[src/rtl/frame_seq_pkg.sv]
`default_nettype none
// ============================================================================
// Module      : frame_seq_pkg
// Description : Shared types and constants for the frame sequencer: FSM state
//               encoding, default VGA geometry and job-index width helper.
// Revision    : 1.0 - initial release
// ============================================================================
package frame_seq_pkg;

  // Sequencer FSM states
  typedef enum logic [1:0] {
    IDLE  = 2'd0,
    START = 2'd1,
    WAIT  = 2'd2
  } seq_state_t;

  // Default 640x480 VGA geometry
  localparam int VGA_H_DISPLAY = 640;
  localparam int VGA_V_DISPLAY = 480;

  // Width of the job index register; never narrower than one bit
  function automatic int job_idx_width(input int n_jobs);
    return (n_jobs > 1) ? $clog2(n_jobs) : 1;
  endfunction

endpackage : frame_seq_pkg
`default_nettype wire

[src/rtl/frame_seq_watchdog.sv]
`default_nettype none
// ============================================================================
// Module      : frame_seq_watchdog
// Description : Per-job timeout counter. Cleared while a job is being started,
//               counts each cycle the sequencer waits, and flags expiry on the
//               TIMEOUT-th waiting cycle.
// Revision    : 1.0 - initial release
// ============================================================================
module frame_seq_watchdog #(
  parameter int TIMEOUT = 1023
) (
  input  logic clk,
  input  logic rst_n,
  input  logic clear,
  input  logic count,
  output logic expired
);

  localparam int CNT_W = $clog2(TIMEOUT + 1);

  logic [CNT_W-1:0] cnt;

  // Wait-cycle counter; saturates so it can never wrap back under the limit
  always_ff @(posedge clk) begin
    if (!rst_n) begin
      cnt <= '0;
    end else if (clear) begin
      cnt <= '0;
    end else if (count && (cnt != CNT_W'(TIMEOUT))) begin
      cnt <= cnt + 1'b1;
    end
  end

  // cnt holds (waiting cycles - 1), so expiry lands on the TIMEOUT-th one
  assign expired = count && (cnt >= CNT_W'(TIMEOUT - 1));

endmodule : frame_seq_watchdog
`default_nettype wire

[src/rtl/frame_sequencer.sv]
`default_nettype none
// ============================================================================
// Module      : frame_sequencer
// Description : Detects vertical-blank entry on the VGA raster and hands the
//               update window to N_JOBS game-logic blocks in fixed order using
//               a one-hot start pulse / done handshake. Flags an overrun when
//               active display begins while a sequence is still running.
//               Optional watchdog: define FRAME_SEQ_WATCHDOG_EN to force a
//               stuck job to be treated as done after TIMEOUT wait cycles.
// Revision    : 1.0 - initial release
// ============================================================================
module frame_sequencer
  import frame_seq_pkg::*;
#(
  parameter int H_DISPLAY = VGA_H_DISPLAY,
  parameter int V_DISPLAY = VGA_V_DISPLAY,
  parameter int N_JOBS    = 4,
  parameter int FRAME_DIV = 1,
  parameter int TIMEOUT   = 1023
) (
  input  logic              clk,
  input  logic              rst_n,
  input  logic [9:0]        hpos,
  input  logic [9:0]        vpos,
  input  logic              run_en,
  input  logic [N_JOBS-1:0] job_done,
  input  logic              clr_overrun,
  output logic [N_JOBS-1:0] job_start,
  output logic              busy,
  output logic              frame_tick,
  output logic [7:0]        frame_cnt,
  output logic              overrun,
  output logic              timeout
);

  localparam int IDX_W = job_idx_width(N_JOBS);
  localparam int DIV_W = (FRAME_DIV > 1) ? $clog2(FRAME_DIV) : 1;
  localparam logic [IDX_W-1:0] LAST_IDX = IDX_W'(N_JOBS - 1);

  // Reject configurations outside the supported ranges at elaboration
  generate
    if ((N_JOBS < 2) || (N_JOBS > 8) || (FRAME_DIV < 1) || (FRAME_DIV > 16) ||
        (TIMEOUT < 1) || (H_DISPLAY < 1) || (V_DISPLAY < 1)) begin : g_param_check
      $error("frame_sequencer: parameter out of supported range");
    end
  endgenerate

  seq_state_t       state;
  seq_state_t       state_nxt;
  logic [IDX_W-1:0] idx;
  logic [IDX_W-1:0] idx_nxt;
  logic [DIV_W-1:0] div_cnt;
  logic             vb_hit;
  logic             frame_start;
  logic             eligible;
  logic             job_advance;
  logic             seq_done;
  logic             wd_expired;

  assign vb_hit      = (vpos == 10'(V_DISPLAY)) && (hpos == 10'd0);
  assign frame_start = (vpos == 10'd0) && (hpos == 10'd0);
  assign eligible    = (div_cnt == '0);

  // Only the bit of the job currently being waited on matters
  assign job_advance = job_done[idx] || wd_expired;

  // Next-state logic: launch on an eligible vblank, step through jobs in order
  always_comb begin
    state_nxt = state;
    idx_nxt   = idx;
    seq_done  = 1'b0;
    case (state)
      IDLE: begin
        if (vb_hit && eligible && run_en) begin
          idx_nxt   = '0;
          state_nxt = START;
        end
      end
      START: begin
        state_nxt = WAIT;
      end
      WAIT: begin
        if (job_advance) begin
          if (idx == LAST_IDX) begin
            state_nxt = IDLE;
            seq_done  = 1'b1;
          end else begin
            idx_nxt   = idx + 1'b1;
            state_nxt = START;
          end
        end
      end
      default: begin
        state_nxt = IDLE;
      end
    endcase
  end

  // State and job index registers
  always_ff @(posedge clk) begin
    if (!rst_n) begin
      state <= IDLE;
      idx   <= '0;
    end else begin
      state <= state_nxt;
      idx   <= idx_nxt;
    end
  end

  // Registered outputs derived from the upcoming state so the start pulse
  // coincides with the START cycle and busy/frame_tick track the transition
  always_ff @(posedge clk) begin
    if (!rst_n) begin
      job_start  <= '0;
      busy       <= 1'b0;
      frame_tick <= 1'b0;
      frame_cnt  <= 8'd0;
    end else begin
      job_start  <= (state_nxt == START) ? (N_JOBS'(1) << idx_nxt) : '0;
      busy       <= (state_nxt != IDLE);
      frame_tick <= seq_done;
      if (seq_done) begin
        frame_cnt <= frame_cnt + 8'd1;
      end
    end
  end

  // Frame divider: advances on every vblank, busy or not
  always_ff @(posedge clk) begin
    if (!rst_n) begin
      div_cnt <= '0;
    end else if (vb_hit) begin
      div_cnt <= (div_cnt == DIV_W'(FRAME_DIV - 1)) ? '0 : div_cnt + 1'b1;
    end
  end

  // Sticky overrun; a new overrun in the same cycle beats the clear
  always_ff @(posedge clk) begin
    if (!rst_n) begin
      overrun <= 1'b0;
    end else if (frame_start && (state != IDLE)) begin
      overrun <= 1'b1;
    end else if (clr_overrun) begin
      overrun <= 1'b0;
    end
  end

`ifdef FRAME_SEQ_WATCHDOG_EN
  frame_seq_watchdog #(
    .TIMEOUT (TIMEOUT)
  ) u_watchdog (
    .clk     (clk),
    .rst_n   (rst_n),
    .clear   (state == START),
    .count   (state == WAIT),
    .expired (wd_expired)
  );

  // Sticky timeout: set only when expiry, not a real done, ends the wait
  always_ff @(posedge clk) begin
    if (!rst_n) begin
      timeout <= 1'b0;
    end else if ((state == WAIT) && wd_expired && !job_done[idx]) begin
      timeout <= 1'b1;
    end
  end
`else
  assign wd_expired = 1'b0;
  assign timeout    = 1'b0;
`endif

endmodule : frame_sequencer
`default_nettype wire
[config.mk]
export PLATFORM = sky130hd
export DESIGN_NAME = frame_sequencer
export DESIGN_NICKNAME = d
export VERILOG_FILES = /design/src/rtl/frame_seq_pkg.sv /design/src/rtl/frame_seq_watchdog.sv /design/src/rtl/frame_sequencer.sv
export SDC_FILE = /design/constraint.sdc
export NUM_CORES = 1
export LEC_CHECK = 0
export BUFFER_PORTS_ARGS = -buffer_cell sky130_fd_sc_hd__buf_2
export CORE_MARGIN = 2
export CORE_UTILIZATION = 31
export CTS_CLUSTER_DIAMETER = 200
export DETAILED_ROUTE_END_ITERATION = 16
export PLACE_DENSITY = 0.59
export SLEW_MARGIN = 20
export SYNTH_ARGS = -nofsm -noshare
export SYNTH_HDL_FRONTEND = slang
export SYNTH_SLANG_ARGS = --single-unit
[constraint.sdc]
create_clock -name clk -period 3.2 [get_ports clk]
set_input_delay 0.16 -clock clk [delete_from_list [all_inputs] [get_ports clk]]
set_output_delay 0.16 -clock clk [all_outputs]
set_load 0.01 [all_outputs]
==> results of run 1 <==
[cell type report]
class | instances | area share (%)
Clock buffer | 4 | 2.23
Inverter | 5 | 1.59
Multi-Input combinational cell | 77 | 41.9
Sequential cell | 19 | 32.3
Tap cell | 31 | 3.29
Timing Repair Buffer | 43 | 18.7
[flip-flops by register name, indices dropped and copies added, names as in the netlist]
| register | cells |
|---|---|
| busy | 1 |
| frame_cnt | 8 |
| frame_tick | 1 |
| idx | 2 |
| job_start | 4 |
| overrun | 1 |
| state | 2 |
[cells by family (layout without fill, tap and decap cells)]
family,count (synthesis),count (layout),share of synthesized area [%]
AND/OR/NAND/NOR,47,47,30.9
AO/OA/AOI/OAI,25,25,17.5
flip-flops,19,19,41.1
buffers and inverters,10,52,5.41
multiplexers,3,3,3.38
adder cells (fa/ha/maj),1,1,1.35
other,1,1,0.406
[per-stage QoR]
| step | power (mW) | instance area (sq um) | util, % | instances |
|---|---|---|---|---|
| after global routing | 0.414 | 1180 | 42.0 | 179 |
| after floorplan | 0.253 | 925 | - | 106 |
| final | 0.393 | 1180 | 42.0 | 179 |
| after detailed placement | 0.270 | 1140 | 40.7 | 174 |
| after CTS | 0.399 | 1170 | 41.7 | 178 |
| after global placement | 0.270 | 1140 | 40.7 | 174 |
[layer usage]
layer	wire, um	global-route usage, %	vias up
li1	-	-	487
met1	975	16.7	437
met2	1030	23.3	36
met3	177	4.84	5
met4	23	3.90	0
met5	0	0	-
[Yosys cell counts (all sizes together), types with 4 or more instances]
cell   count
dfxtp     19
or3        4
or4        5
nand2      7
inv        5
nand3      4
nor4       5
a21oi      9
o21ai      5
o31ai      4
[power by group through the flow]
stage | Sequential, mW | Combinational (mW) | Clock, mW
final | 0.236 | 0.0294 | 0.127
after global routing | 0.237 | 0.0329 | 0.145
after CTS | 0.236 | 0.0286 | 0.134
after detailed placement | 0.242 | 0.0285 | 0
after global placement | 0.242 | 0.0279 | 0
after floorplan | 0.242 | 0.0108 | 0
[critical path, stage by stage (launching register included)]
cell     delay (ns)
dfxtp_1        0.50
nand3_2        0.31
or4_1          0.57
a21oi_1        0.16
[path summary, 6_finish.rpt]
| kind | end | slack, ns | depth (start not counted) |
|---|---|---|---|
| worst min-delay path | job_start[2] | 0.11 | 3 |
| worst max register to register | frame_cnt[6] | 1.58 | 3 |
| worst min register to register | frame_cnt[7] | 0.48 | 2 |
| worst max-delay path | frame_cnt[6] | 1.58 | 3 |
[what timing repair did]
action / in CTS / in global routing
gates resized for setup: 0 / 0
endpoints found under the hold margin: 0 / 1
hold buffers: 0 / 1
buffers inserted: 0 / 0
==> results_dict.tcl, run 1 <==
set metrics [dict create \
    status "finished, violations left" \
    violations "design-rule violations" \
    cts_root_buffer "clkbuf_4" \
    fin_tns_setup_ns 0 \
    nets 178 \
    clkPwrFrac_pct 32.4 \
    clk_latency_ns 0.31 \
    final_cell_mix "buf_2 (42), dfxtp_1 (19), a21oi_1 (9)" \
    io_pins 44 \
    timing.final.crit_share_pct 50.5 \
    numCtsBuffers 3 \
    clock_path_buffers 2 \
    worstHoldPathType "in2reg" \
    setup_violations 0 \
    pwr-share-seq_pct 60.1 \
    htreeDepth 1 \
    layout_setup_ws_ns 1.58 \
    grt_max_degree 18 \
    remaining_drc_errors 2 \
    cts_tree "built" \
    register_area_sq_um 380 \
    synth_area_leaders "dfxtp_1 (41%), a21oi_1 (4.9%), or4_1 (4.1%)" \
    syn_to_final_growth_pct 27.5 \
    pwr-share-comb_pct 7.5 \
    wl_um 2210 \
    initial_utilization_pct 33.0 \
    syn_nets 135 \
    post-place-ws_ns 1.61 \
    grt_overflow 0 \
    leakage_nw 0.488 \
    rsz0062_at_grt "no" \
    antenna_found_initial 0 \
    critPathLaunchType "register" \
    layout_min_cycle_time_ns 1.62 \
    cap_violations 0 \
    seq_area_frac_synth_pct 41.1 \
    hold-worst-slack_ns 0.106 \
    synthFlopType "dfxtp_1" \
    core.rowCount 19 \
    cts.sinks 19 \
    p_per_area_nw_per_um2 333 \
    synth.avg_cell_area_sq_um 8.72 \
    synth_cells 106 \
    crit_type "reg2reg" \
    wl_per_cell_um 12.3 \
    synthArstFlopShare_pct 0 \
    synth_edf_count 0 \
    gp_congestion 0.889 \
    port_buffers 42 \
    syn-cell-area_sq_um 925 \
    r2r_start "idx[0]" \
    drv_slew 0 \
    grt_pass1_vias 861 \
    drive_gt1_share_pct 33.8 \
    fillers 298 \
    cp-startpoint "idx[0]" \
    final_common_cell "buf_2" \
    vias 965 \
    arrival_ns 1.86 \
    coreArea_sq_um 2810 \
    vias_per_cell 5.39 \
    die_w_um 58.6 \
    grt_pass1_wl_um 3690 \
    cp.required_ns 3.44 \
    internal_power_mw 0.301 \
    switchingPower_mw 0.0920 \
    hp-start "job_done[1]" \
    cts.clk_slew.worst_paths_ns 0.11 \
    ys_ff_latch 19 \
    fmax_mhz 619 \
    skew_ns 0.00505 \
    yosysTopAreaCell "dfxtp_1" \
    drtIter0Drc 23 \
    ys_types 38 \
    dpl.hpwl_um 1660 \
    ir_worst_vdd_mv 0.211 \
    gr-usage-all-layers_pct 13.8 \
    netlist.area_leader.share_pct 41.1 \
    diodes 0 \
    multiInputGateArea_sq_um 494 \
    crit_path_max_fanout 17 \
    hold_violations 0 \
    switching_share_pct 23.4 \
    crit_path_end_kind "register" \
    dieArea_sq_um 3440 \
    die_y_um 58.6 \
    yosysWarnings 0 \
    postRouteAntennaNets 0 \
    drtPass1Iterations 10 \
]
(Power assumes the default switching activity.)
==> run 2: changes to the inputs <==
- ABC_AREA: unset -> 1
- clock period: 3.2 -> 1.5 ns (I/O delays scaled with it)
==> results_dict.tcl, run 2 <==
set metrics [dict create \
    status "finished, violations left" \
    violations "design-rule violations" \
    initial_utilization_pct 33.1 \
    syn_to_final_growth_pct 28.4 \
    port_buffers 42 \
    core.rowCount 19 \
    cap_violations 0 \
    top_layer "met4" \
    drtPass1Iterations 10 \
    remaining_drc_errors 2 \
    fin_tns_setup_ns 0 \
    m1WireLength_um 981 \
    clkPwrFrac_pct 31.1 \
    wl_per_cell_um 10.7 \
    vias 955 \
    rsz0062_at_grt "no" \
    grt_pass1_wl_um 3870 \
    clock_path_buffers 2 \
    grt_max_degree 14 \
    skew_ns 0.00337 \
    final_cell_mix "buf_2 (42), nand2_1 (32), nor2_1 (27)" \
    synthArstFlopShare_pct 0 \
    largest_reg_flops 8 \
    cts_setup_buffers 0 \
    yosysTopAreaCell "dfxtp_1" \
    top_regs "frame_cnt (8), job_start (4)" \
    antenna_found_initial 0 \
    final_common_cell "buf_2" \
    dieArea_sq_um 3450 \
    critPathLaunchType "register" \
    cts_resized 0 \
    fmax_mhz 732 \
    timing.final.crit_share_pct 91.0 \
    cp.required_ns 1.68 \
    synth_edf_count 0 \
    pwr-share-seq_pct 61.4 \
    synthAdderAreaFrac_pct 1.35 \
    ir_worst_vdd_mv 0.497 \
    synth_mux_area_share_pct 0 \
    synth-simple-area-share_pct 35.7 \
    multiInputGateArea_sq_um 489 \
    ys_ff_latch 19 \
    seq_area_frac_synth_pct 41.0 \
    synth_cells 132 \
    pwr-share-comb_pct 7.5 \
    register_area_sq_um 380 \
    switchingPower_mw 0.182 \
    fillers 304 \
    wl_um 2210 \
    arrival_ns 1.54 \
    instances_no_fill 207 \
    top_register "frame_cnt" \
    drv_slew 0 \
    fin_total_pwr_mw 0.822 \
    grt_pass1_vias 886 \
    nets 206 \
    io_pins 44 \
    ys_types 26 \
    dr_wl_met2_um 1080 \
    r2r_slack_ns 0.13 \
    place_inst 203 \
    synth_top_family_by_area "simple AND/OR/NAND/NOR gates" \
    synth_area_leaders "dfxtp_1 (41%), nand2_1 (13%), nor2_1 (11%)" \
    syn_nets 161 \
    die_w_um 58.7 \
    crit_path_max_fanout 10 \
    syn-cell-area_sq_um 928 \
    die_y_um 58.7 \
    dr_wl_met3_um 122 \
    dpl.hpwl_um 1790 \
    htreeDepth 1 \
    layout_min_cycle_time_ns 1.37 \
    setup_violations 0 \
    grt_overflow 0 \
    yosysWarnings 0 \
    drive_gt1_share_pct 30.7 \
    gp_congestion 0.787 \
    drtIter0Drc 10 \
    synth.avg_cell_area_sq_um 7.03 \
    crit_path_end_kind "register" \
    p_per_area_nw_per_um2 689 \
    coreArea_sq_um 2810 \
    cts.clk_slew.worst_paths_ns 0.10 \
    hold_violations 0 \
    numCtsBuffers 3 \
    internal_power_mw 0.640 \
    synth_compound_area_share_pct 9.57 \
    switching_share_pct 22.2 \
    clk_latency_ns 0.29 \
    cts_tree "built" \
    synth_common_cells "nand2_1 (32), nor2_1 (27), dfxtp_1 (19)" \
    cts_root_buffer "clkbuf_4" \
    yosysMostFrequentCell "nand2_1" \
    vias_per_cell 4.61 \
    synthFlopType "dfxtp_1" \
    cts.sinks 19 \
    leakage_nw 0.580 \
    gr-usage-all-layers_pct 14.5 \
    netlist.area_leader.share_pct 41.0 \
    synth_xor_area_share_pct 5.66 \
    postRouteAntennaNets 0 \
    hold_buffers 0 \
    crit_type "reg2reg" \
    worstHoldPathType "in2reg" \
    diodes 0 \
]
-- run 2: changes by cell type in the layout (fill, tap and decap cells not counted), moves of 4 or more --
| cell | delta |
|---|---|
| nand2_1 | +25 |
| nor2_1 | +24 |
| inv_1 | +5 |
| or4_1 | -5 |
| nor4_1 | -4 |
| o31ai_1 | -4 |
-- run 2: final cells by class --
| class | instances | share of cell area (%) |
|---|---|---|
| sequential | 19 | 31.9 |
| tap | 31 | 3.25 |
| multi-input combinational | 99 | 41.0 |
| clock buffer | 4 | 2.20 |
| inverter | 12 | 3.99 |
| timing repair buffer | 42 | 17.6 |
-- run 2: per-layer routing --
layer / GRT usage [%] / vias up
li1: - / 509
met1: 18.3 / 416
met2: 24.4 / 28
met3: 3.96 / 2
met4: 3.90 / 0
met5: 0 / -
-- run 2: cells by family after synthesis --
family                     Yosys count
buffers and inverters               14
DFF                                 19
and+or+nand+nor                     75
AOI/OAI and AO/OA                   16
other                                1
adders and majority gates            1
xor gates and xnor gates             6
-- run 2: per-stage QoR --
| step | util, % | area [sq um] | setup slack, ns | hold WS (ns) |
|---|---|---|---|---|
| 3_3_place_gp | 41.6 | 1170 | 0.284 | 0.332 |
| 3_5_place_dp | 41.6 | 1170 | 0.184 | 0.337 |
| 5_1_grt | 42.5 | 1190 | 0.0277 | 0.0182 |
| 2_1_floorplan | - | 928 | 0.307 | 0.211 |
| 6_report | 42.5 | 1190 | 0.135 | 0.0191 |
| 4_1_cts | 42.5 | 1190 | 0.153 | 0.0197 |
-- run 2: power by group through the flow --
| stage | clock network, mW | registers [mW] | logic, mW |
|---|---|---|---|
| 6_report | 0.256 | 0.504 | 0.0618 |
| 5_1_grt | 0.289 | 0.504 | 0.0709 |
| 4_1_cts | 0.265 | 0.504 | 0.0623 |
| 3_5_place_dp | 0 | 0.516 | 0.0622 |
| 3_3_place_gp | 0 | 0.516 | 0.0594 |
| 2_1_floorplan | 0 | 0.516 | 0.0239 |
-- run 2: final timing paths --
| check | from | depth (start not counted) | end |
|---|---|---|---|
| worst min-delay path | clr_overrun | 4 | overrun |
| worst max-delay path | idx[1] | 7 | frame_cnt[0] |
| worst max register to register | idx[1] | 7 | frame_cnt[0] |
| worst min register to register | overrun | 2 | overrun |
-- run 2: critical path, stage by stage, from the launching register on --
cell and delay (ns):
dfxtp_1 0.38, a21oi_1 0.24, nand2_2 0.12, nand2_2 0.12, nor2_4 0.04, nand2_4 0.12, xor2_1 0.16, nor2_1 0.05
==> run 3: changes to the inputs <==
- PLACE_DENSITY: 0.59 -> 0.61
- clock period: 1.5 -> 1.2 ns (I/O delays scaled with it)
==> results_dict.tcl, run 3 (synthesis results as in run 2) <==
set metrics [dict create \
    status "finished, violations left" \
    violations "design-rule violations, negative setup slack" \
    clk_latency_ns 0.29 \
    r2r_slack_ns -0.04 \
    coreArea_sq_um 2810 \
    cts_root_buffer "clkbuf_4" \
    cp.required_ns 1.43 \
    grt_max_degree 14 \
    initial_utilization_pct 33.1 \
    remaining_drc_errors 2 \
    leakage_nw 0.669 \
    drtPass1Iterations 9 \
    hold_path_end "overrun" \
    largest_reg_flops 8 \
    worstHoldPathType "in2reg" \
    nets 218 \
    arrival_ns 1.47 \
    wl_per_cell_um 10.8 \
    gr-usage-all-layers_pct 14.2 \
    layout_min_cycle_time_ns 1.24 \
    dieArea_sq_um 3450 \
    clock_path_buffers 2 \
    drive_gt1_share_pct 44.1 \
    timing.final.crit_share_pct 103 \
    die_y_um 58.7 \
    numCtsBuffers 3 \
    vias 1012 \
    top_regs "frame_cnt (8), job_start (4)" \
    fin_total_pwr_mw 1.03 \
    cts.clk_slew.worst_paths_ns 0.10 \
    grt_pass1_wl_um 3730 \
    hold_violations 0 \
    wl_um 2370 \
    cts.sinks 19 \
    diodes 0 \
    fin_util_pct 49.4 \
    ir_worst_vdd_mv 0.641 \
    io_pins 44 \
    setup_violations 10 \
    core.rowCount 19 \
    syn_to_final_growth_pct 49.2 \
    crit_path_max_fanout 7 \
    crit_type "reg2reg" \
    vias_per_cell 4.62 \
    cap_violations 0 \
    drtIter0Drc 18 \
    p_per_area_nw_per_um2 743 \
    rsz0062_at_grt "yes" \
    drv_slew 0 \
    skew_ns 0.00212 \
    fillers 309 \
    final_cell_mix "buf_2 (42), nor2_1 (27), nand2_1 (26)" \
    crit_path_end_kind "register" \
    top_register "frame_cnt" \
    port_buffers 42 \
    fmax_mhz 807 \
    die_w_um 58.7 \
    grt_pass1_vias 959 \
    reg2reg_depth 9 \
    r2r_end "frame_cnt[4]" \
    dpl.hpwl_um 1770 \
    critPathLaunchType "register" \
    final_common_cell "buf_2" \
    cts_tree "built" \
    min_path_cells 4 \
    htreeDepth 1 \
    gp_congestion 0.843 \
    hp-start "clr_overrun" \
    layout_setup_ws_ns -0.0386 \
    antenna_found_initial 0 \
    postRouteAntennaNets 0 \
    r2r_start "idx[0]" \
    grt_overflow 0 \
]
-- run 3: cell types whose count changed in the layout (fill, tap and decap cells not counted), sizes merged --
cell         before  now
nand2            35   36
dlygate4sd3       0    1
buf              42   52
-- run 3: power by group --
part	switching, mW	internal (mW)
logic	0.0450	0.0462
clock network	0.185	0.129
registers	0.0000000682	0.623
-- run 3: layout make-up --
class	instances	area, sq um	area share (%)
well taps	31	38.8	2.80
multi-input cells	100	578	41.7
flip-flops and latches	19	394	28.5
inverters	12	52.6	3.79
clock buffers	4	26.3	1.90
repair buffers	53	295	21.3
-- run 3: through the flow --
stage	cells	setup TNS, ns	setup slack, ns	instance area [sq um]	hold WS [ns]
global route	219	-1.05	-0.111	1390	0.0182
CTS	216	-0.00648	-0.00648	1270	0.00225
floorplan	132	0	0.00696	928	0.196
finish	219	-0.228	-0.0386	1390	0.0107
global placement	212	-0.0103	-0.0103	1230	0.323
detailed placement	212	-0.559	-0.0749	1230	0.326
-- run 3: worst max path at each step --
stage	start	to	slack (ns)	cells after the start
3_3_place_gp	idx[0]	frame_cnt[0]	-0.01	7
5_1_grt	idx[0]	frame_cnt[5]	-0.11	9
6_report	idx[0]	frame_cnt[4]	-0.04	9
3_5_place_dp	idx[0]	frame_cnt[0]	-0.07	7
4_1_cts	idx[0]	frame_cnt[0]	-0.006	7
2_1_floorplan	frame_cnt[0]	frame_cnt[6]	0.007	7
-- run 3: layer usage --
metal	part of all wire, %	routed length, um	track usage (%)	vias to the layer above
met5	0	0	0	-
met4	1.1	27	3.90	0
met3	5.2	124	5.05	4
met2	52	1240	25.6	21
met1	42	985	15.7	455
li1	-	-	-	532
-- run 3: repair_timing --
action,in CTS,in global routing
hold buffers,0,1
gates resized for setup,5,27
buffers inserted,0,1
setup endpoints to repair,12,14
pin swaps,2,11
hold endpoints to repair,0,1
cloned,0,1
-- run 3: worst max-delay path, cell delays in order (launching register included) --
cell     delay, ns
dfxtp_4       0.39
inv_4         0.08
nand2_4       0.05
nand2_4       0.08
nand2_4       0.07
nor2_4        0.14
nand2_4       0.10
inv_6         0.09
nand2_1       0.06
a21oi_2       0.11
